===== src/rtl/divider.sv =====
// Iterative radix-2 restoring divider for RV32 M-extension DIV/DIVU/REM/REMU.
// One quotient bit per cycle. A divide-by-zero or signed overflow skips the
// iteration and produces the RISC-V defined result. The result is held on res
// with ready high for READY_HOLD cycles.
module divider #(
  parameter int XLEN       = 32,
  parameter int READY_HOLD = 2
) (
  input  logic            clk,
  input  logic            rst,
  input  logic [2:0]      divsel,
  input  logic [XLEN-1:0] a,
  input  logic [XLEN-1:0] b,
  output logic            ready,
  output logic [XLEN-1:0] res
);

  localparam int CW = $clog2(XLEN);
  localparam int HW = $clog2(READY_HOLD + 1);
  localparam logic [XLEN-1:0] MIN_NEG = {1'b1, {(XLEN-1){1'b0}}};

  typedef enum logic [1:0] {IDLE, CALC, FIX, DONE} state_t;

  state_t          state_reg, state_next;
  logic            ready_reg, ready_next;
  logic [XLEN-1:0] res_reg, res_next;

  logic            is_rem_reg;
  logic            neg_q_reg, neg_r_reg;
  logic            div0_reg, ovf_reg;
  logic [XLEN-1:0] a_raw_reg;
  logic [XLEN-1:0] divisor_reg;
  logic [XLEN-1:0] rem_reg, quo_reg;
  logic [CW-1:0]   cnt_reg;
  logic [HW-1:0]   hold_reg;

  // Decode of the select input; 101-111 behave like "none".
  logic op_valid, op_signed, op_rem;
  assign op_valid  = (divsel >= 3'd1) && (divsel <= 3'd4);
  assign op_signed = (divsel == 3'd1) || (divsel == 3'd3);
  assign op_rem    = (divsel == 3'd3) || (divsel == 3'd4);

  // Operand magnitudes and special-case detection for the capture cycle.
  logic [XLEN-1:0] a_abs, b_abs;
  logic            in_div0, in_ovf;
  assign a_abs   = (op_signed && a[XLEN-1]) ? -a : a;
  assign b_abs   = (op_signed && b[XLEN-1]) ? -b : b;
  assign in_div0 = (b == '0);
  assign in_ovf  = op_signed && (a == MIN_NEG) && (b == '1);

  // One restoring step: shift {rem,quo} left, try subtracting the divisor.
  // A non-negative trial is always below the divisor, so any set bit above
  // XLEN-1 means the subtraction went negative.
  logic [XLEN:0]   rem_sh;
  logic [XLEN+1:0] trial;
  logic            trial_neg;
  assign rem_sh    = {rem_reg, quo_reg[XLEN-1]};
  assign trial     = {1'b0, rem_sh} - {2'b00, divisor_reg};
  assign trial_neg = |trial[XLEN+1:XLEN];

  // Final result selection applied in the FIX cycle.
  logic [XLEN-1:0] fix_result;
  always_comb begin
    fix_result = '0;
    if (div0_reg)
      fix_result = is_rem_reg ? a_raw_reg : '1;
    else if (ovf_reg)
      fix_result = is_rem_reg ? '0 : MIN_NEG;
    else if (is_rem_reg)
      fix_result = neg_r_reg ? -rem_reg : rem_reg;
    else
      fix_result = neg_q_reg ? -quo_reg : quo_reg;
  end

  // State register.
  always_ff @(posedge clk or posedge rst) begin
    if (rst) state_reg <= IDLE;
    else     state_reg <= state_next;
  end

  // Next-state logic, including abort when the select drops mid-op.
  always_comb begin
    state_next = state_reg;
    case (state_reg)
      IDLE: if (op_valid) state_next = (in_div0 || in_ovf) ? FIX : CALC;
      CALC: begin
        if (!op_valid)                        state_next = IDLE;
        else if (cnt_reg == CW'(XLEN - 1))    state_next = FIX;
      end
      FIX:  state_next = op_valid ? DONE : IDLE;
      DONE: if (hold_reg == HW'(READY_HOLD)) state_next = IDLE;
      default: state_next = IDLE;
    endcase
  end

  // Output logic: res loads only in a non-aborted FIX, ready is high during hold.
  always_comb begin
    ready_next = 1'b0;
    res_next   = res_reg;
    case (state_reg)
      FIX:     if (op_valid) res_next = fix_result;
      DONE:    ready_next = (hold_reg < HW'(READY_HOLD));
      default: ;
    endcase
  end

  // Registered outputs.
  always_ff @(posedge clk or posedge rst) begin
    if (rst) begin
      ready_reg <= 1'b0;
      res_reg   <= '0;
    end else begin
      ready_reg <= ready_next;
      res_reg   <= res_next;
    end
  end

  // Datapath: operand capture, iteration and hold counter.
  always_ff @(posedge clk or posedge rst) begin
    if (rst) begin
      is_rem_reg  <= 1'b0;
      neg_q_reg   <= 1'b0;
      neg_r_reg   <= 1'b0;
      div0_reg    <= 1'b0;
      ovf_reg     <= 1'b0;
      a_raw_reg   <= '0;
      divisor_reg <= '0;
      rem_reg     <= '0;
      quo_reg     <= '0;
      cnt_reg     <= '0;
      hold_reg    <= '0;
    end else begin
      case (state_reg)
        IDLE: begin
          if (op_valid) begin
            is_rem_reg  <= op_rem;
            neg_q_reg   <= op_signed && (a[XLEN-1] ^ b[XLEN-1]);
            neg_r_reg   <= op_signed && a[XLEN-1];
            div0_reg    <= in_div0;
            ovf_reg     <= in_ovf;
            a_raw_reg   <= a;
            divisor_reg <= b_abs;
            rem_reg     <= '0;
            quo_reg     <= a_abs;
            cnt_reg     <= '0;
          end
        end
        CALC: begin
          cnt_reg <= cnt_reg + 1'b1;
          if (!trial_neg) begin
            rem_reg <= trial[XLEN-1:0];
            quo_reg <= {quo_reg[XLEN-2:0], 1'b1};
          end else begin
            rem_reg <= rem_sh[XLEN-1:0];
            quo_reg <= {quo_reg[XLEN-2:0], 1'b0};
          end
        end
        FIX:  hold_reg <= '0;
        DONE: if (hold_reg < HW'(READY_HOLD)) hold_reg <= hold_reg + 1'b1;
        default: ;
      endcase
    end
  end

  assign ready = ready_reg;
  assign res   = res_reg;

endmodule


===== config.mk =====
export PLATFORM = sky130hd
export DESIGN_NAME = divider
export DESIGN_NICKNAME = d
export VERILOG_FILES = /design/src/rtl/divider.sv
export SDC_FILE = /design/constraint.sdc
export NUM_CORES = 1
export LEC_CHECK = 0
export ABC_AREA = 0
export BUFFER_PORTS_ARGS = -buffer_cell sky130_fd_sc_hd__buf_2
export CORE_MARGIN = 10
export CORE_UTILIZATION = 55
export CTS_BUF_LIST = sky130_fd_sc_hd__clkbuf_4 sky130_fd_sc_hd__clkbuf_8
export DETAILED_ROUTE_END_ITERATION = 7
export GPL_TIMING_DRIVEN = 0
export HOLD_SLACK_MARGIN = 0.12
export PLACE_DENSITY = 0.81
export SLEW_MARGIN = 20
export SYNTH_ARGS = -nofsm -noshare
export SYNTH_HDL_FRONTEND = slang
export SYNTH_SLANG_ARGS = --single-unit

===== constraint.sdc =====
create_clock -name clk -period 7.92 [get_ports clk]
set_clock_uncertainty 0.2 [all_clocks]
set_input_delay 1.188 -clock clk [delete_from_list [all_inputs] [get_ports clk]]
set_output_delay 1.188 -clock clk [all_outputs]
set_load 0.1 [all_outputs]

== Word-level counts from Yosys, hierarchy flattened ==
Index checks and enable logic that the tools add are counted.

* Bits in registers: 175
* Word-level logic and storage cells: 85

* Add/sub/neg operators: 7
* $lt $le $gt $ge: 3
* Eq/ne operators: 14
* Mux-type cells: 27
* Bitwise operators: 1
* Reduce and logical (&&, ||, !) cells: 19

{| class="wikitable"
|+ Operators with widths
! kind !! number
|-
| 2-to-1 mux 32 bit || 12
|-
| negation 32 bit || 4
|-
| one-hot mux 32 bit (2 select lines) || 2
|-
| == test 32 bit, second input constant || 2
|-
| subtractor 33 x 32 -> 34 bit || 1
|-
| logical NOT 32 bit || 1
|-
| 2-to-1 mux 2 bit || 7
|-
| one-hot mux 5 bit (2 select lines) || 1
|-
| one-hot mux 2 bit (4 select lines) || 1
|-
| AND reduction 2 bit || 4
|-
| == test 2 bit, second input constant || 3
|-
| logical AND 1 bit || 6
|-
| != test 2 bit, second input constant || 3
|-
| adder 5 x 1 -> 5 bit, second input constant || 1
|-
| == test 5 bit, second input constant || 1
|-
| 2-to-1 mux 5 bit || 1
|-
| one-hot mux 2 bit (2 select lines) || 1
|-
| nonzero test 2 bit || 2
|-
| == test 3 x 1 -> 1 bit, second input constant || 1
|-
| == test 3 x 2 -> 1 bit, second input constant || 1
|-
| == test 3 bit, second input constant || 1
|-
| greater-or-equal comparator 3 x 1 -> 1 bit, second input constant || 1
|-
| <= comparator 3 bit, second input constant || 1
|-
| logical OR 1 bit || 3
|-
| other kinds (9) || 10
|}

== Longest topological paths before layout ==
Gate-level depths: netlist of run 1.

* Depth after elaboration: 8
* Mapped depth: 15
* Depth with buffers taken out: 13

== Worst setup path after synthesis of run 1 ==
Ideal clock, no wire load.

* Path kind: input -> register
* From: input port b[6]
* To: register divisor_reg[28]
* Arrival time: 3.622 ns
* Slack: 3.967 ns
* Cell stages on the path: 9
* Path buffers: 1
* Cell sequence: or4_4 -> or3_4 -> nor4b_4 -> or3b_1 -> or2_1 -> buf_2 -> o41ai_2 -> xor2_1 -> o21ai_1

* Word-level cells in the longest chain between the ends: 2

{| class="wikitable"
|+ RTL lines
! what !! line !! RTL
|-
| start: declaration || 13 || <nowiki>input logic [XLEN-1:0] b,</nowiki>
|-
| negation 32 bit || 47 || <nowiki>assign b_abs = (op_signed && b[XLEN-1]) ? -b : b;</nowiki>
|-
| 2-to-1 mux 32 bit || 47 ||
|-
| end signal: assignment || 142 || <nowiki>divisor_reg <= b_abs;</nowiki>
|-
| end: declaration || 32 || <nowiki>logic [XLEN-1:0] divisor_reg;</nowiki>
|}

No other way between the ends.
A chain may end at the register's enable or synchronous reset.

== Worst setup path in the final report of run 1 ==
* From: register quo_reg[31]
* To: register rem_reg[1]

* Word-level cells in the longest chain between the ends: 4

{| class="wikitable"
|+ RTL lines
! what !! line !! RTL
|-
| start: declaration || 33 || <nowiki>logic [XLEN-1:0] rem_reg, quo_reg;</nowiki>
|-
| start signal: assignment || 144 || <nowiki>quo_reg <= a_abs;</nowiki>
|-
| start signal: assignment || 152 || <nowiki>quo_reg <= {quo_reg[XLEN-2:0], 1'b1};</nowiki>
|-
| start signal: assignment || 155 || <nowiki>quo_reg <= {quo_reg[XLEN-2:0], 1'b0};</nowiki>
|-
| subtractor 33 x 32 -> 34 bit (*) || 58 || <nowiki>assign trial = {1'b0, rem_sh} - {2'b00, divisor_reg};</nowiki>
|-
| OR reduction 2 bit || 59 || <nowiki>assign trial_neg = |trial[XLEN+1:XLEN];</nowiki>
|-
| 2-to-1 mux 32 bit (*) || 150 || <nowiki>if (!trial_neg) begin</nowiki>
|-
| one-hot mux 32 bit (2 select lines) (*) || 133 || <nowiki>case (state_reg)</nowiki>
|-
| end signal: assignment || 151 || <nowiki>rem_reg <= trial[XLEN-1:0];</nowiki>
|-
| end signal: assignment || 154 || <nowiki>rem_reg <= rem_sh[XLEN-1:0];</nowiki>
|-
| end: declaration || 33 ||
|}

Every way passes the cells marked *; elsewhere a longest branch is shown, timed or not.

==> key figures, run 1 <==
Layout
  • Layout overhead on the synthesized area: 10.6%
  • Count of nets after finishing: 1698
  • Proportion of layout cells with a drive suffix above 1: 10.6%
  • Final core utilization: 61.6%
  • Ant diodes: 0

Global routing
  • First-pass GRT wire length: 61700 um
  • Number of antenna violations at the first check in global routing: 0
  • Number of global-route vias before repair: 11500
  • All-Layer GR Usage: 26.9%
  • Largest net degree at the start of global routing: 93
  • Grt total ovfl: 0

Clock network
  • Number of sinks driven by the clock tree: 175
  • TritonCTS buffer count: 17
  • Clock tree root buffer cell: sky130_fd_sc_hd__clkbuf_8
  • Latest clock arrival within the worst-skew pair: 0.49 ns
  • Total setup buffers inserted after CTS: 0
  • Clock-pin slew of the registers on the worst-case setup and hold paths: 0.10 ns
  • Largest buffer count on any clock path: 2
  • Count of cells resized by post-cts repair: 0
  • Number of H-tree branching levels: 4
  • Hold-fix buffers, CTS: 0
  • TritonCTS clock tree: built

Timing
  • Hold Fails Final Rpt: 0
  • Final setup vio count: 0
  • Fin crit period: 4.53 ns
  • Final Max Tran Viols: 0
  • RSZ-0062 raised after global routing: no
  • Worst rel slew slack: 26.0%
  • Actual transition at the worst max-transition pin: 1.11 ns
  • Final clock period utilization by the worst path: 57.2%
  • Worst hold slack after final layout: 0.281 ns
  • Highest clock rate: 0.221 GHz

Place
  • Global placement routability congestion: 1.03
  • Half-perimeter wire length of the detailed placement result: 29500 um
  • Port buffer count: 101

Pwr
  • PD cells: 424 mW/mm^2
  • Fraction of power consumed by combinational cells: 60.5%
  • Standby leakage power: 0.00593 uW
  • Switching fraction of total power: 54.9%
  • Maximum vdd ir drop: 0.000271 V
  • Int Pwr: 2550 uW
  • Sequential group share of total power: 28.4%
  • Power dissipated by switching net loads: 3100 uW
  • Clock network fraction of total power: 11.1%

Critical path
  • Critical Path RT: 8.05 ns
  • Category of the most critical setup path: reg -> reg
  • Crit end category: flop
  • Beginning of the worst register-to-register path: quo_reg[31]
  • Worst path max stage delay: 0.49 ns
  • Kind of start point of the critical path: flop
  • Critical Path, Cell by Cell: inv_1 -> ha_1 -> inv_1 -> fa_1 -> a211o_1 -> a211oi_1 -> o21bai_1 -> a2bb2oi_1 -> a31oi_1 -> and4_1 -> nor3_1 -> buf_2 -> buf_4 -> mux2i_1 -> o21ai_0
  • Launch point of the critical path: quo_reg[31]
  • Maximum fanout count along the critical path: 10
  • Crit path top cell by count: sky130_fd_sc_hd__inv_1
  • CP max stage cell: sky130_fd_sc_hd__a211oi_1
  • Worst-case register-to-register setup slack: 3.39 ns
  • Destination of the worst register-to-register timing path: rem_reg[1]
  • Worst Reg2Reg Path Length in Cells: 15
  • Data arrival time of the worst path: 4.66 ns

Drt
  • Remaining antenna violation count: 0
  • Initial drt markers: 1661
  • Average vias per placed instance: 6.32
  • Remaining design rule violation count: 0
  • Vias after detailed routing: 11900
  • Drt total wl: 38800 um
  • DR pass1 iterations: 5
  • Average wire per standard cell: 20.6 um

Die
  • X dimension of the die: 168 um
  • Die Span Y: 168 um
  • Number of top-level design ports: 102
  • Starting utilization of the core area: 55.7%
  • Core ar.: 0.0217 sq mm
  • Number of cell rows: 54
  • Overall die area: 0.0283 sq mm

Run
  • MaxCap Viol Count: 0

Logic synthesis
  • Sequential area share after synthesis: 36.3%
  • Prevailing post-synth register cell: sky130_fd_sc_hd__dfrtp_1
  • Count of different cell masters after synthesis: 68
  • Synthesized net count: 1577
  • Ys async rst share: 100%
  • Mapped Cells: 1467
  • Synthesized flop and latch total: 175
  • YS warnings: 0
  • Count of flip-flops with a built-in enable after synthesis: 0
  • Combined area of all synthesized cells: 0.0121 sq mm
  • Mean post-synth cell area: 8.23 sq um

Worst hold path
  • Launch point of the worst hold path: res[0]
  • Worst hold path depth: 2
  • Classification of the worst-slack hold path: reg -> reg
  • Worst min-delay path endpoint: res[0]

Status
  • Status: completed
## metrics by stage
| step | setup WS, ns | cell area [sq um] | std cells | total power [uW] | TNS, ns |
|---|---|---|---|---|---|
| 6_report | 3.39 | 13400 | 1881 | 5660 | 0 |
| 4_1_cts | 3.53 | 13400 | 1881 | 5550 | 0 |
| 2_1_floorplan | 1.79 | 12100 | 1467 | 4010 | 0 |
| 3_3_place_gp | -0.162 | 12900 | 1848 | 4820 | -24.43 |
| 3_5_place_dp | 3.12 | 13000 | 1849 | 4920 | 0 |
| 5_1_grt | 3.10 | 13400 | 1881 | 6020 | 0 |
## power by group through the flow
| stage | clock [uW] | sequential, uW | combinational [uW] |
|---|---|---|---|
| after CTS | 620 | 1590 | 3340 |
| after global placement | 0 | 1600 | 3220 |
| after detailed placement | 0 | 1610 | 3320 |
| after floorplan | 0 | 2010 | 2000 |
| after global routing | 658 | 1650 | 3720 |
| final | 625 | 1610 | 3420 |
## metal layers
metal  vias up  global-route usage (%)  wire length, um
met2       641                    41.3            17400
met4         0                    7.65              970
li1       5458                       -                -
met3        80                    6.89             4200
met1      5708                    36.8            16300
met5         -                       0                0
## layout make-up
class	instances	area, sq um
plain buffers	86	337
clock buffers	17	234
clock inverters	15	146
fillers	1944	8330
inverters	70	270
multi-input cells	1136	7110
flip-flops and latches	175	4380
well taps	280	350
repair buffers	102	533
## kinds of logic after synthesis
family,synth area share (%)
AOI/OAI and AO/OA,24.3
buffers and inverters,4.96
xor gates and xnor gates,10.9
and+or+nand+nor,16.3
muxes,3.08
adders and majority gates,4.31
DFF,36.3
## worst max-delay path by stage
stage	endpoint	slack (ns)	cells past startpoint
final	rem_reg[1]	3.39	15
after global placement	quo_reg[22]	-0.16	2
after detailed placement	state_reg[0]	3.12	11
after global routing	rem_reg[31]	3.10	13
after CTS	rem_reg[1]	3.53	15
after floorplan	a_raw_reg[0]	1.79	1
## Yosys cell counts (10+ instances only)
| master | number | area share, % |
|---|---|---|
| sky130_fd_sc_hd__a21o_1 | 16 | 0.99 |
| sky130_fd_sc_hd__a21oi_1 | 91 | 3.8 |
| sky130_fd_sc_hd__a22oi_1 | 33 | 2.1 |
| sky130_fd_sc_hd__clkbuf_1 | 74 | 2.3 |
| sky130_fd_sc_hd__dfrtp_1 | 175 | 36 |
| sky130_fd_sc_hd__ha_1 | 40 | 4.1 |
| sky130_fd_sc_hd__inv_1 | 70 | 2.2 |
| sky130_fd_sc_hd__mux2i_1 | 27 | 2.2 |
| sky130_fd_sc_hd__nand2_1 | 241 | 7.5 |
| sky130_fd_sc_hd__nand3_1 | 21 | 0.87 |
| sky130_fd_sc_hd__nand4_1 | 11 | 0.57 |
| sky130_fd_sc_hd__nor2_1 | 55 | 1.7 |
| sky130_fd_sc_hd__nor3_1 | 22 | 0.91 |
| sky130_fd_sc_hd__nor4_1 | 12 | 0.62 |
| sky130_fd_sc_hd__o21ai_0 | 204 | 8.5 |
| sky130_fd_sc_hd__o21bai_1 | 10 | 0.62 |
| sky130_fd_sc_hd__o22ai_1 | 13 | 0.67 |
| sky130_fd_sc_hd__o31ai_1 | 30 | 1.9 |
| sky130_fd_sc_hd__o41ai_1 | 18 | 1.3 |
| sky130_fd_sc_hd__or4_1 | 12 | 0.75 |
| sky130_fd_sc_hd__xnor2_1 | 76 | 5.5 |
| sky130_fd_sc_hd__xor2_1 | 74 | 5.4 |
## worst max-delay path, delay by kind of cell, from the launching register on
kind | cells | cell delay (ns)
DFF | 1 | 0.40
adders and majority gates | 2 | 0.68
muxes | 1 | 0.26
and+or+nand+nor | 2 | 0.36
buffers and inverters | 4 | 0.79
AOI/OAI and AO/OA | 6 | 1.66
## placed cells by master, fill, tap and decap left out, drive strengths merged, types with 21 or more instances in the layout
cell type / count
nor3: 22
dfrtp: 175
clkbuf: 91
mux2i: 27
nor2: 55
ha: 40
o31ai: 31
inv: 77
nand3: 21
o21ai: 214
xnor2: 76
xor2: 74
a22oi: 34
nand2: 241
a21oi: 91
buf: 114
Power figures use the tool's default switching activity.
==> run 2, diff against run 1 <==
--- a/config.mk
+++ b/config.mk
@@ -13,7 +13,7 @@
 export DETAILED_ROUTE_END_ITERATION = 7
 export GPL_TIMING_DRIVEN = 0
 export HOLD_SLACK_MARGIN = 0.12
-export PLACE_DENSITY = 0.81
+export PLACE_DENSITY = 0.84
 export SLEW_MARGIN = 20
 export SYNTH_ARGS = -nofsm -noshare
 export SYNTH_HDL_FRONTEND = slang
==> constraint.sdc (replaced) <==
create_clock -name clk -period 3.7 [get_ports clk]
set_clock_uncertainty 0.2 [all_clocks]
set_input_delay 0.555 -clock clk [delete_from_list [all_inputs] [get_ports clk]]
set_output_delay 0.555 -clock clk [all_outputs]
set_load 0.1 [all_outputs]
==> run 2 against run 1 <==
Against the previous run: count of clock-buffer cells in the layout stayed put; sequential power grew 110%; critical path depth shrank 5; cell area is 3.4% higher; cell count grew 1.1%; via count is 0.78% higher; critical endpoint is now res[24]; largest power group unchanged; hold slack worse by 0.16 ns; die area is the same; global-route usage fell by 0.13 points; fmax rose by 26%; critical path type unchanged; non-clock buffer count grew 20.
==> key figures, run 2 (synthesis results as in run 1) <==
Global routing
  • All-Layer GR Usage: 26.8%
  • Grt total ovfl: 0
  • Largest net degree at the start of global routing: 35
  • First-pass GRT wire length: 61700 um
  • Number of antenna violations at the first check in global routing: 0
  • Number of global-route vias before repair: 11500

Layout
  • Fillcell total: 1837
  • FF/Latch Area: 0.00438 sq mm
  • Area of combinational cells with multiple inputs: 0.00726 sq mm
  • Commonest cells after routing, fill and taps aside: sky130_fd_sc_hd__nand2_1 (240), sky130_fd_sc_hd__o21ai_0 (199), sky130_fd_sc_hd__dfrtp_1 (175), sky130_fd_sc_hd__buf_2 (104), sky130_fd_sc_hd__a21oi_1 (91)
  • Layout overhead on the synthesized area: 14.3%
  • Count of nets after finishing: 1718
  • Ant diodes: 0
  • Final core utilization: 63.6%
  • Proportion of layout cells with a drive suffix above 1: 12.4%
  • Commonest non-fill, non-tap cell in the layout: sky130_fd_sc_hd__nand2_1

Run
  • MaxCap Viol Count: 0

Drt
  • Average vias per placed instance: 6.30
  • Vias after detailed routing: 12000
  • Remaining antenna violation count: 0
  • Remaining design rule violation count: 0
  • Initial drt markers: 1694
  • Drt total wl: 39600 um
  • Average wire per standard cell: 20.8 um
  • DR pass1 iterations: 6

Place
  • Half-perimeter wire length of the detailed placement result: 29600 um
  • Global placement routability congestion: 1.03
  • Port buffer count: 101

Critical path
  • Critical Path RT: 3.86 ns
  • Destination of the worst register-to-register timing path: res[24]
  • Data arrival time of the worst path: 3.75 ns
  • Critical Path, Cell by Cell: or4_4 -> or4_4 -> or3b_1 -> buf_2 -> or3_4 -> o21ai_1 -> xor2_1 -> o41ai_2 -> a21oi_1 -> o21ai_1
  • Maximum fanout count along the critical path: 7
  • Category of the most critical setup path: reg -> reg
  • Crit end category: flop
  • CP max stage cell: sky130_fd_sc_hd__or4_4
  • Worst Reg2Reg Path Length in Cells: 10
  • Beginning of the worst register-to-register path: quo_reg[2]
  • Kind of start point of the critical path: flop
  • Worst-case register-to-register setup slack: 0.11 ns
  • Worst path max stage delay: 0.60 ns

Clock network
  • TritonCTS clock tree: built
  • Latest clock arrival within the worst-skew pair: 0.49 ns
  • Clock-pin slew of the registers on the worst-case setup and hold paths: 0.10 ns
  • Clock tree root buffer cell: sky130_fd_sc_hd__clkbuf_8
  • Largest buffer count on any clock path: 2
  • Number of sinks driven by the clock tree: 175
  • TritonCTS buffer count: 17
  • Number of H-tree branching levels: 4

Die
  • Core ar.: 0.0217 sq mm
  • X dimension of the die: 168 um
  • Overall die area: 0.0283 sq mm
  • Starting utilization of the core area: 55.7%
  • Die Span Y: 168 um
  • Number of top-level design ports: 102
  • Number of cell rows: 54

Pwr
  • PD cells: 904 mW/mm^2
  • Total chip power: 12500 uW
  • Standby leakage power: 0.00610 uW
  • Maximum vdd ir drop: 0.000506 V

Timing
  • Worst hold slack after final layout: 0.119 ns
  • Actual transition at the worst max-transition pin: 0.893 ns
  • Hold Fails Final Rpt: 0
  • Final setup vio count: 0
  • Highest clock rate: 0.278 GHz
  • Worst rel slew slack: 40.3%
  • Fin crit period: 3.59 ns
  • Final clock period utilization by the worst path: 97.1%
  • Final Max Tran Viols: 0
  • RSZ-0062 raised after global routing: no

Worst hold path
  • Worst min-delay path endpoint: a_raw_reg[24]
  • Worst hold path depth: 3
  • Classification of the worst-slack hold path: in -> reg
  • Launch point of the worst hold path: a[24]

Status
  • Status: completed
-- run 2: cell count changes in the layout (fill, tap and decap cells not counted), moves of 3 or more --
cell	previous run	this run
sky130_fd_sc_hd__dlygate4sd3_1	0	8
sky130_fd_sc_hd__buf_12	0	7
sky130_fd_sc_hd__buf_4	2	9
sky130_fd_sc_hd__o21ai_0	204	199
sky130_fd_sc_hd__o21ai_1	9	13
sky130_fd_sc_hd__inv_6	4	7
-- run 2: final cells by class --
| class | instances | share of cell area (%) |
|---|---|---|
| clock buffers | 17 | 1.70 |
| plain buffers | 85 | 2.66 |
| well taps | 280 | 2.54 |
| flip-flops and latches | 175 | 31.7 |
| clock inverters | 15 | 1.26 |
| repair buffers | 123 | 5.60 |
| multi-input cells | 1136 | 52.6 |
| inverters | 70 | 1.93 |
-- run 2: worst max path at each step --
stage           startpoint  cells after the start  slack (ns)            to
2_1_floorplan  quo_reg[31]                     15        0.28   rem_reg[20]
3_3_place_gp   quo_reg[31]                     15       -0.55   rem_reg[29]
3_5_place_dp   quo_reg[31]                     15       -0.58   rem_reg[29]
4_1_cts               a[5]                     10       0.002  state_reg[1]
5_1_grt         quo_reg[2]                     10       0.006       res[24]
6_report        quo_reg[2]                     10        0.11       res[24]
-- run 2: metal layers --
layer / track usage, % / routed length [um]
met5: 0 / 0
met4: 8.67 / 1230
met3: 7.45 / 4270
met2: 40.7 / 17800
met1: 36.2 / 16300
-- run 2: power by group --
| part | switching (uW) | internal, uW | total, uW |
|---|---|---|---|
| Clock | 833 | 625 | 1460 |
| Sequential | 761 | 2690 | 3450 |
| Combinational | 5150 | 2420 | 7570 |
| Total | 6740 | 5740 | 12500 |
-- run 2: metrics by stage --
step / cells / setup WS, ns / instance area [sq um] / setup TNS (ns)
2_1_floorplan: 1467 / 0.280 / 12100 / 0
3_3_place_gp: 1848 / -0.549 / 12900 / -74.22
3_5_place_dp: 1854 / -0.577 / 13100 / -15.10
4_1_cts: 1898 / 0.00202 / 13600 / 0
5_1_grt: 1901 / 0.00610 / 13800 / 0
6_report: 1901 / 0.107 / 13800 / 0
-- run 2: repair_timing --
item | 4_1_cts | 5_1_grt
endpoints found under the setup margin | 33 | 40
hold endpoints to repair | 54 | 0
pin swaps | 1 | 4
hold buffers | 8 | 0
setup buffers | 4 | 4
resized for setup | 17 | 25
-- run 2: worst max-delay path: cells and delay by family (launching register included) --
kind,cells,cell delay [ns]
DFF,1,0.48
buffers and inverters,1,0.18
AOI/OAI and AO/OA,4,0.57
and+or+nand+nor,4,1.85
xor gates and xnor gates,1,0.19
